==> src/rtl/rf_pkg.sv <==
// rtl/rf_pkg.sv - shared types and limits for the register-file port master
// Purpose: command opcodes, FSM state encoding and the legal read-latency limit,
//          imported by rf_addr_seq and rf_port_master.
// Ports:   none (package).
package rf_pkg;

  typedef enum logic [1:0] {
    RF_READ  = 2'b00,
    RF_WRITE = 2'b01,
    RF_DUMP  = 2'b10,
    RF_CLEAR = 2'b11
  } rf_op_t;

  typedef enum logic [2:0] {
    ST_IDLE    = 3'd0,
    ST_WR      = 3'd1,
    ST_RD      = 3'd2,
    ST_RD_WAIT = 3'd3,
    ST_RSP     = 3'd4,
    ST_CLR     = 3'd5
  } state_t;

  // Largest supported RF read latency (0 = async read, 1 = registered read).
  localparam int RF_LAT_MAX = 1;

endpackage

==> src/rtl/rf_addr_seq.sv <==
// rtl/rf_addr_seq.sv - loadable address sequencer shared by DUMP and CLEAR
// Purpose: AWL+1-bit up-counter; load_i takes priority over inc_i. The extra MSB
//          keeps the count from aliasing back to 0 after the top address.
// Ports:   clk, rst        clock, synchronous active-high reset (count -> 0)
//          load_i, start_i load the count with the AWL-bit start address
//          inc_i           advance the count by one
//          addr_o          current address (low AWL bits of the count)
//          last_o          count sits on the top address 2^AWL-1
module rf_addr_seq #(
  parameter int AWL = 5
) (
  input  logic           clk,
  input  logic           rst,
  input  logic           load_i,
  input  logic [AWL-1:0] start_i,
  input  logic           inc_i,
  output logic [AWL-1:0] addr_o,
  output logic           last_o
);

  localparam logic [AWL:0] CNT_ONE  = (AWL+1)'(1);
  localparam logic [AWL:0] CNT_LAST = {1'b0, {AWL{1'b1}}};

  logic [AWL:0] cnt_q;
  logic [AWL:0] cnt_d;

  always_comb begin
    cnt_d = cnt_q;
    if (load_i) begin
      cnt_d = {1'b0, start_i};
    end else if (inc_i) begin
      cnt_d = cnt_q + CNT_ONE;
    end
  end

  always_ff @(posedge clk) begin
    if (rst) begin
      cnt_q <= '0;
    end else begin
      cnt_q <= cnt_d;
    end
  end

  assign addr_o = cnt_q[AWL-1:0];
  assign last_o = (cnt_q == CNT_LAST);

endmodule

==> src/rtl/rf_port_master.sv <==
// rtl/rf_port_master.sv - initiator controller driving a 2R1W register file from a command stream
// Purpose: accepts READ/WRITE/DUMP/CLEAR commands on a valid/ready stream, drives the
//          RF write port and read port 1, and returns read data on a valid/ready
//          response stream. Address 0 is never written (hardwired zero in the RF).
// Ports:   clk, rst                  clock, synchronous active-high reset
//          cmd_valid/ready/op/addr/data   command stream (accepted only in IDLE)
//          rsp_valid/ready/addr/data/last response stream (registered, held while stalled)
//          rf_wen, rf_wa, rf_wd      RF write port
//          rf_ra, rf_rd              RF read port 1
//          busy                      high whenever the FSM is not IDLE
// Params:  AWL, DWL must match the RF; RF_LAT = 0 (async read) or 1 (registered read).
// Macro:   RF_PORT_MASTER_WACK_EN - WRITE and CLEAR each return one zero-data beat.
module rf_port_master #(
  parameter int AWL    = 5,
  parameter int DWL    = 32,
  parameter int RF_LAT = 0
) (
  input  logic           clk,
  input  logic           rst,
  input  logic           cmd_valid,
  output logic           cmd_ready,
  input  logic [1:0]     cmd_op,
  input  logic [AWL-1:0] cmd_addr,
  input  logic [DWL-1:0] cmd_data,
  output logic           rsp_valid,
  input  logic           rsp_ready,
  output logic [AWL-1:0] rsp_addr,
  output logic [DWL-1:0] rsp_data,
  output logic           rsp_last,
  output logic           rf_wen,
  output logic [AWL-1:0] rf_wa,
  output logic [DWL-1:0] rf_wd,
  output logic [AWL-1:0] rf_ra,
  input  logic [DWL-1:0] rf_rd,
  output logic           busy
);

  import rf_pkg::*;

  if (RF_LAT < 0 || RF_LAT > RF_LAT_MAX) begin : g_bad_rf_lat
    $error("rf_port_master: RF_LAT must be 0 or 1");
  end

  localparam logic [AWL-1:0] ADDR_ONE = AWL'(1);

  state_t         state_q;
  rf_op_t         op_q;
  rf_op_t         cmd_op_e;
  logic           rsp_valid_q;
  logic           rsp_last_q;
  logic [AWL-1:0] rsp_addr_q;
  logic [DWL-1:0] rsp_data_q;
  logic           rf_wen_q;
  logic [AWL-1:0] rf_wa_q;
  logic [DWL-1:0] rf_wd_q;
  logic [AWL-1:0] rf_ra_q;

  logic           seq_load;
  logic [AWL-1:0] seq_start;
  logic           seq_inc;
  logic [AWL-1:0] seq_addr;
  logic           seq_last;

  assign cmd_op_e  = rf_op_t'(cmd_op);
  assign cmd_ready = (state_q == ST_IDLE);
  assign busy      = (state_q != ST_IDLE);

  // Sequencer control mirrors the FSM: DUMP starts at 0, CLEAR at 1 (address 0
  // is never written); DUMP advances on each transferred beat, CLEAR every cycle.
  always_comb begin
    seq_load  = 1'b0;
    seq_start = '0;
    seq_inc   = 1'b0;
    case (state_q)
      ST_IDLE: begin
        if (cmd_valid) begin
          seq_load  = (cmd_op_e == RF_DUMP) || (cmd_op_e == RF_CLEAR);
          seq_start = (cmd_op_e == RF_CLEAR) ? ADDR_ONE : '0;
        end
      end
      ST_RSP:  seq_inc = rsp_ready && (op_q == RF_DUMP) && !seq_last;
      ST_CLR:  seq_inc = !seq_last;
      default: ;
    endcase
  end

  rf_addr_seq #(.AWL(AWL)) u_addr_seq (
    .clk     (clk),
    .rst     (rst),
    .load_i  (seq_load),
    .start_i (seq_start),
    .inc_i   (seq_inc),
    .addr_o  (seq_addr),
    .last_o  (seq_last)
  );

  always_ff @(posedge clk) begin
    if (rst) begin
      state_q     <= ST_IDLE;
      op_q        <= RF_READ;
      rsp_valid_q <= 1'b0;
      rsp_last_q  <= 1'b0;
      rsp_addr_q  <= '0;
      rsp_data_q  <= '0;
      rf_wen_q    <= 1'b0;
      rf_wa_q     <= '0;
      rf_wd_q     <= '0;
      rf_ra_q     <= '0;
    end else begin
      case (state_q)
        ST_IDLE: begin
          if (cmd_valid) begin
            op_q <= cmd_op_e;
            case (cmd_op_e)
              RF_READ: begin
                rf_ra_q <= cmd_addr;
                state_q <= ST_RD;
              end
              RF_WRITE: begin
                rf_wen_q <= (cmd_addr != '0);
                rf_wa_q  <= cmd_addr;
                rf_wd_q  <= cmd_data;
                state_q  <= ST_WR;
              end
              RF_DUMP: begin
                rf_ra_q <= '0;
                state_q <= ST_RD;
              end
              default: begin
                rf_wen_q <= 1'b1;
                rf_wa_q  <= ADDR_ONE;
                rf_wd_q  <= '0;
                state_q  <= ST_CLR;
              end
            endcase
          end
        end

        ST_WR: begin
          rf_wen_q <= 1'b0;
`ifdef RF_PORT_MASTER_WACK_EN
          rsp_valid_q <= 1'b1;
          rsp_addr_q  <= rf_wa_q;
          rsp_data_q  <= '0;
          rsp_last_q  <= 1'b1;
          state_q     <= ST_RSP;
`else
          state_q <= ST_IDLE;
`endif
        end

        // With an async-read RF the data is valid in RD; a registered RF needs
        // one more cycle (RD_WAIT) before the capture.
        ST_RD, ST_RD_WAIT: begin
          if (state_q == ST_RD_WAIT || RF_LAT == 0) begin
            rsp_valid_q <= 1'b1;
            rsp_addr_q  <= rf_ra_q;
            rsp_data_q  <= rf_rd;
            rsp_last_q  <= (op_q != RF_DUMP) || seq_last;
            state_q     <= ST_RSP;
          end else begin
            state_q <= ST_RD_WAIT;
          end
        end

        ST_RSP: begin
          if (rsp_ready) begin
            rsp_valid_q <= 1'b0;
            rsp_last_q  <= 1'b0;
            if (op_q == RF_DUMP && !seq_last) begin
              rf_ra_q <= seq_addr + ADDR_ONE;
              state_q <= ST_RD;
            end else begin
              state_q <= ST_IDLE;
            end
          end
        end

        ST_CLR: begin
          if (seq_last) begin
            rf_wen_q <= 1'b0;
`ifdef RF_PORT_MASTER_WACK_EN
            rsp_valid_q <= 1'b1;
            rsp_addr_q  <= '0;
            rsp_data_q  <= '0;
            rsp_last_q  <= 1'b1;
            state_q     <= ST_RSP;
`else
            state_q <= ST_IDLE;
`endif
          end else begin
            rf_wa_q <= seq_addr + ADDR_ONE;
          end
        end

        default: state_q <= ST_IDLE;
      endcase
    end
  end

  assign rsp_valid = rsp_valid_q;
  assign rsp_addr  = rsp_addr_q;
  assign rsp_data  = rsp_data_q;
  assign rsp_last  = rsp_last_q;
  assign rf_wen    = rf_wen_q;
  assign rf_wa     = rf_wa_q;
  assign rf_wd     = rf_wd_q;
  assign rf_ra     = rf_ra_q;

endmodule
==> config.mk <==
export PLATFORM = sky130hd
export DESIGN_NAME = rf_port_master
export DESIGN_NICKNAME = d
export VERILOG_FILES = /design/src/rtl/rf_pkg.sv /design/src/rtl/rf_addr_seq.sv /design/src/rtl/rf_port_master.sv
export SDC_FILE = /design/constraint.sdc
export NUM_CORES = 1
export LEC_CHECK = 0
export ABC_AREA = 1
export CAP_MARGIN = 5
export CORE_MARGIN = 2
export CORE_UTILIZATION = 45
export CTS_CLUSTER_SIZE = 30
export DETAILED_ROUTE_END_ITERATION = 10
export PLACE_DENSITY = 0.81
export SYNTH_ARGS = -nofsm -noshare
export SYNTH_HDL_FRONTEND = slang
export SYNTH_HIERARCHICAL = 1
export SYNTH_SLANG_ARGS = --single-unit
==> constraint.sdc <==
create_clock -name clk -period 2.5 [get_ports clk]
set_clock_uncertainty 0.05 [all_clocks]
set_input_delay 0.5 -clock clk [delete_from_list [all_inputs] [get_ports clk]]
set_output_delay 0.5 -clock clk [all_outputs]
set_load 0.03 [all_outputs]
==> impl_metrics.prom <==
# TYPE chip_impl_metric gauge
chip_impl_info{name="status",value="completed"} 1
chip_impl_metric{name="detail_route.drc_violations",unit=""} 0
chip_impl_metric{name="flow.area_growth_from_synthesis",unit="%"} 41.34
chip_impl_info{name="hold_path.startpoint",value="op_q[0]"} 1
chip_impl_info{name="worst_r2r_startpoint",value="u_addr_seq/cnt_q[1]"} 1
chip_impl_metric{name="share_of_synthesized_area_occupied_by_flip_flops_and_latches",unit="%"} 43.60
chip_impl_metric{name="placement_rows",unit=""} 35
chip_impl_metric{name="clock_insertion_delay_worst_skew",unit="ns"} 0.36
chip_impl_metric{name="tns",unit="ns"} 0
chip_impl_metric{name="grt_pass1_wl",unit="mm"} 17.94
chip_impl_metric{name="worst_path_largest_cell_delay",unit="ns"} 0.59
chip_impl_metric{name="floorplan.die.height",unit="um"} 101.4
chip_impl_info{name="synth_largest_area_cell",value="dfxtp_1"} 1
chip_impl_metric{name="clock.fmax",unit="GHz"} 0.4194
chip_impl_metric{name="post_drt_via_cell_ratio",unit=""} 4.973
chip_impl_metric{name="cts_inserted_buffers",unit=""} 9
chip_impl_metric{name="syn_avg_cell_area",unit="um2"} 8.072
chip_impl_metric{name="vdd_ir_drop_max",unit="mV"} 0.5335
chip_impl_metric{name="setup.reg_to_reg.worst_slack",unit="ns"} 0.25
chip_impl_info{name="cp_cell_sequence",value="inv_2 -> nand2_1 -> nor2_1 -> inv_1 -> clkdlybuf4s50_1"} 1
chip_impl_metric{name="hold_viol_final",unit=""} 0
chip_impl_metric{name="fp.dieW",unit="um"} 101.4
chip_impl_metric{name="grt_overflow_total",unit=""} 0
chip_impl_metric{name="cts_setup_buffers",unit=""} 0
chip_impl_metric{name="yosys_register_bits",unit=""} 93
chip_impl_info{name="setup.worst_path.start_class",value="flop"} 1
chip_impl_metric{name="drive_gt1_share",unit="%"} 14.81
chip_impl_info{name="yosys-top-cells-area",value="dfxtp_1 44%, nor2_1 8.3%, nand2_1 8.0%"} 1
chip_impl_metric{name="detailedRoute.firstIterationViolations",unit=""} 200
chip_impl_metric{name="nNetsFinal",unit=""} 754
chip_impl_metric{name="worst_hold_path.num_cells",unit=""} 2
chip_impl_metric{name="fillers",unit=""} 764
chip_impl_metric{name="power_leakage",unit="nW"} 2.312
chip_impl_metric{name="detailedRoute.firstPassIterationCount",unit=""} 4
chip_impl_metric{name="pwr_density_cell",unit="nW/um2"} 791.9
chip_impl_metric{name="number_of_i_o_port_buffers",unit=""} 158
chip_impl_metric{name="timing_worst_slew_pin_value",unit="ns"} 0.6336
chip_impl_info{name="holdPathEnd",value="op_q[0]"} 1
chip_impl_info{name="critPathSlowestCell",value="clkdlybuf4s50_1"} 1
chip_impl_metric{name="antenna_found_initial",unit=""} 0
chip_impl_metric{name="seqCellArea",unit="um2"} 1862
chip_impl_metric{name="required",unit="ns"} 1.95
chip_impl_metric{name="clk_pin_slew_worst_paths",unit="ns"} 0.09
chip_impl_metric{name="path_max_fanout",unit=""} 5
chip_impl_metric{name="cts_hold_buffers",unit=""} 0
chip_impl_metric{name="worstPathBufferInverterCount",unit=""} 3
chip_impl_info{name="crit_path_end_kind",value="output pin"} 1
chip_impl_metric{name="io_pins",unit=""} 159
chip_impl_metric{name="grt_start_max_net_pins",unit=""} 45
chip_impl_info{name="reg2reg_to",value="u_addr_seq/cnt_q[4]"} 1
chip_impl_metric{name="n_antenna_cell",unit=""} 0
chip_impl_metric{name="worstRegToRegCells",unit=""} 10
chip_impl_metric{name="dp_hpwl",unit="mm"} 8.073
chip_impl_metric{name="grt_pass1_vias",unit=""} 3788
chip_impl_info{name="grt_setup_unrepaired",value="no"} 1
chip_impl_metric{name="total_power",unit="mW"} 4.780
chip_impl_info{name="tritoncts",value="yes"} 1
chip_impl_metric{name="floorplan.initialDensity",unit="%"} 46.22
chip_impl_metric{name="synthDistinctLibCells",unit=""} 35
chip_impl_metric{name="ys.warnings.count",unit=""} 6
chip_impl_metric{name="maxCapViolations",unit=""} 0
chip_impl_metric{name="multi_input_area",unit="um2"} 2001
chip_impl_metric{name="placeableCoreArea",unit="um2"} 9240
chip_impl_metric{name="htreeDepth",unit=""} 3
chip_impl_metric{name="setup_viol_count_final",unit=""} 0
chip_impl_metric{name="detail-route-antenna-nets",unit=""} 0
chip_impl_metric{name="cts.sinks",unit=""} 93
chip_impl_metric{name="fp.dieArea",unit="um2"} 10290
chip_impl_info{name="clockRootBuffer",value="clkbuf_8"} 1
chip_impl_metric{name="synth.cell_area",unit="um2"} 4270
chip_impl_metric{name="clockBufferDepth",unit=""} 2
chip_impl_metric{name="holdWs",unit="ns"} 0.4223
chip_impl_info{name="worst-setup-path-type",value="reg2out"} 1
chip_impl_metric{name="max_slew_margin",unit="%"} 57.76
chip_impl_metric{name="routed_wire_length",unit="mm"} 11.29
chip_impl_metric{name="drt-wirelength-per-cell",unit="um"} 13.92
chip_impl_metric{name="area_share_of_the_leading_cell_type_in_the_synthesized_netlist",unit="%"} 43.60
chip_impl_metric{name="share_of_the_clock_period_used_by_the_worst_path",unit="%"} 95.37
chip_impl_metric{name="final_period_minus_worst_setup_slack",unit="ns"} 2.384
chip_impl_info{name="crit_family",value="buffers and inverters"} 1
chip_impl_metric{name="post_synth_inst_count",unit=""} 529
chip_impl_metric{name="routabilityCongestion",unit=""} 0.9371
chip_impl_metric{name="groute.usage.overall",unit="%"} 21.68
chip_impl_metric{name="drv_slew",unit=""} 0
chip_impl_info{name="holdCritPathClass",value="reg2reg"} 1
chip_impl_metric{name="vias",unit=""} 4033
chip_impl_metric{name="worstPathArrival",unit="ns"} 1.83
==> worst max-delay path by stage <==
stage,slack [ns],startpoint,depth (start not counted),to
after floorplan,0.59,state_q[1],4,busy
after global placement,0.42,state_q[1],4,cmd_ready
after detailed placement,0.33,rsp_ready,7,u_addr_seq/cnt_q[4]
after CTS,0.07,state_q[1],5,busy
after global routing,0.0008,state_q[1],5,busy
final,0.12,state_q[1],5,busy
==> cells in the final DEF (no fill, tap or decap), types with 3 or more instances in the layout <==
| cell type | synthesis | final |
|---|---|---|
| buf_4 | 8 | 5 |
| clkbuf_8 | 6 | 9 |
| inv_2 | 5 | 5 |
| nor2_1 | 94 | 94 |
| inv_1 | 29 | 29 |
| a21oi_2 | 30 | 30 |
| nand2_1 | 91 | 91 |
| nand4_1 | 4 | 4 |
| nand3_1 | 27 | 27 |
| a21oi_1 | 17 | 17 |
| conb_1 | 1 | 4 |
| nand3_2 | 30 | 30 |
| dfxtp_1 | 93 | 93 |
| o21ai_1 | 4 | 4 |
| clkdlybuf4s50_1 | 0 | 156 |
| o211ai_1 | 3 | 3 |
| o21ai_0 | 50 | 50 |
==> tightest hold or removal path, cell delays in order, from the launching register on <==
cell and delay [ns]:
dfxtp_1 0.32, nand2_1 0.06, a21oi_1 0.05
==> stage by stage <==
stage / instances / util (%) / area, um2 / worst slack [ns]
4_1_cts: 811 / 65.32 / 6036 / 0.07429
6_report: 811 / 65.32 / 6036 / 0.1158
3_5_place_dp: 795 / 62.84 / 5807 / 0.3306
2_1_floorplan: 532 / - / 4282 / 0.5915
3_3_place_gp: 795 / 62.84 / 5807 / 0.4202
5_1_grt: 811 / 65.32 / 6036 / 0.0007985
==> power by group <==
group	internal (mW)	leakage [nW]	switching, mW
Sequential	1.70	0.758	0.138
Clock	0.580	0.110	0.566
Combinational	0.682	1.44	1.11
Total	2.97	2.31	1.81
==> state kept, by name, summed over array words and instances (netlist names), 2 cells and up <==
signal / count
rf_wd: 32
rsp_data: 32
u_addr_seq/cnt_q: 6
rf_ra: 5
rf_wa: 5
rsp_addr: 5
state_q: 3
op_q: 2
==> area by class of cell <==
type                       count  area share (%)
multi-input combinational    372           33.15
clock buffer                   9           2.052
sequential                    93           30.85
tap                          129           2.674
clock inverter                 7           1.762
inverter                      37           2.467
timing repair buffer         164           27.05
==> cell usage after synthesis, drive strengths merged <==
library cell and instances:
inv 37, ha 2, or2 1, nand3b 1, a21oi 47, nand2 95, o211ai 3, nand4 5
clkbuf 10, nor2 98, xor2 1, buf 19, conb 1, nand3 58, a21boi 2, dfxtp 93
o21ai 54, dlymetal6s4s 1, nor3 1
==> timing repair <==
item	4_1_cts	5_1_grt
resized for setup	1	0
setup endpoints to repair	1	0
hold endpoints to repair	0	0
==> cell families after synthesis <==
family / share of synthesized area, %
DFF: 43.60
adders and majority gates: 0.5859
and+or+nand+nor: 30.35
buffers and inverters: 9.815
other: 0.08781
AOI/OAI and AO/OA: 15.35
xor gates and xnor gates: 0.2051
==> routing by layer <==
metal / GRT usage (%) / routed length (um) / vias up
li1: - / - / 2004
met1: 26.50 / 4780 / 1852
met2: 36.27 / 5467 / 153
met3: 6.211 / 808 / 24
met4: 8.212 / 231 / 0
met5: 0 / 0 / -
No activity file was read; power rests on OpenSTA's default activity.
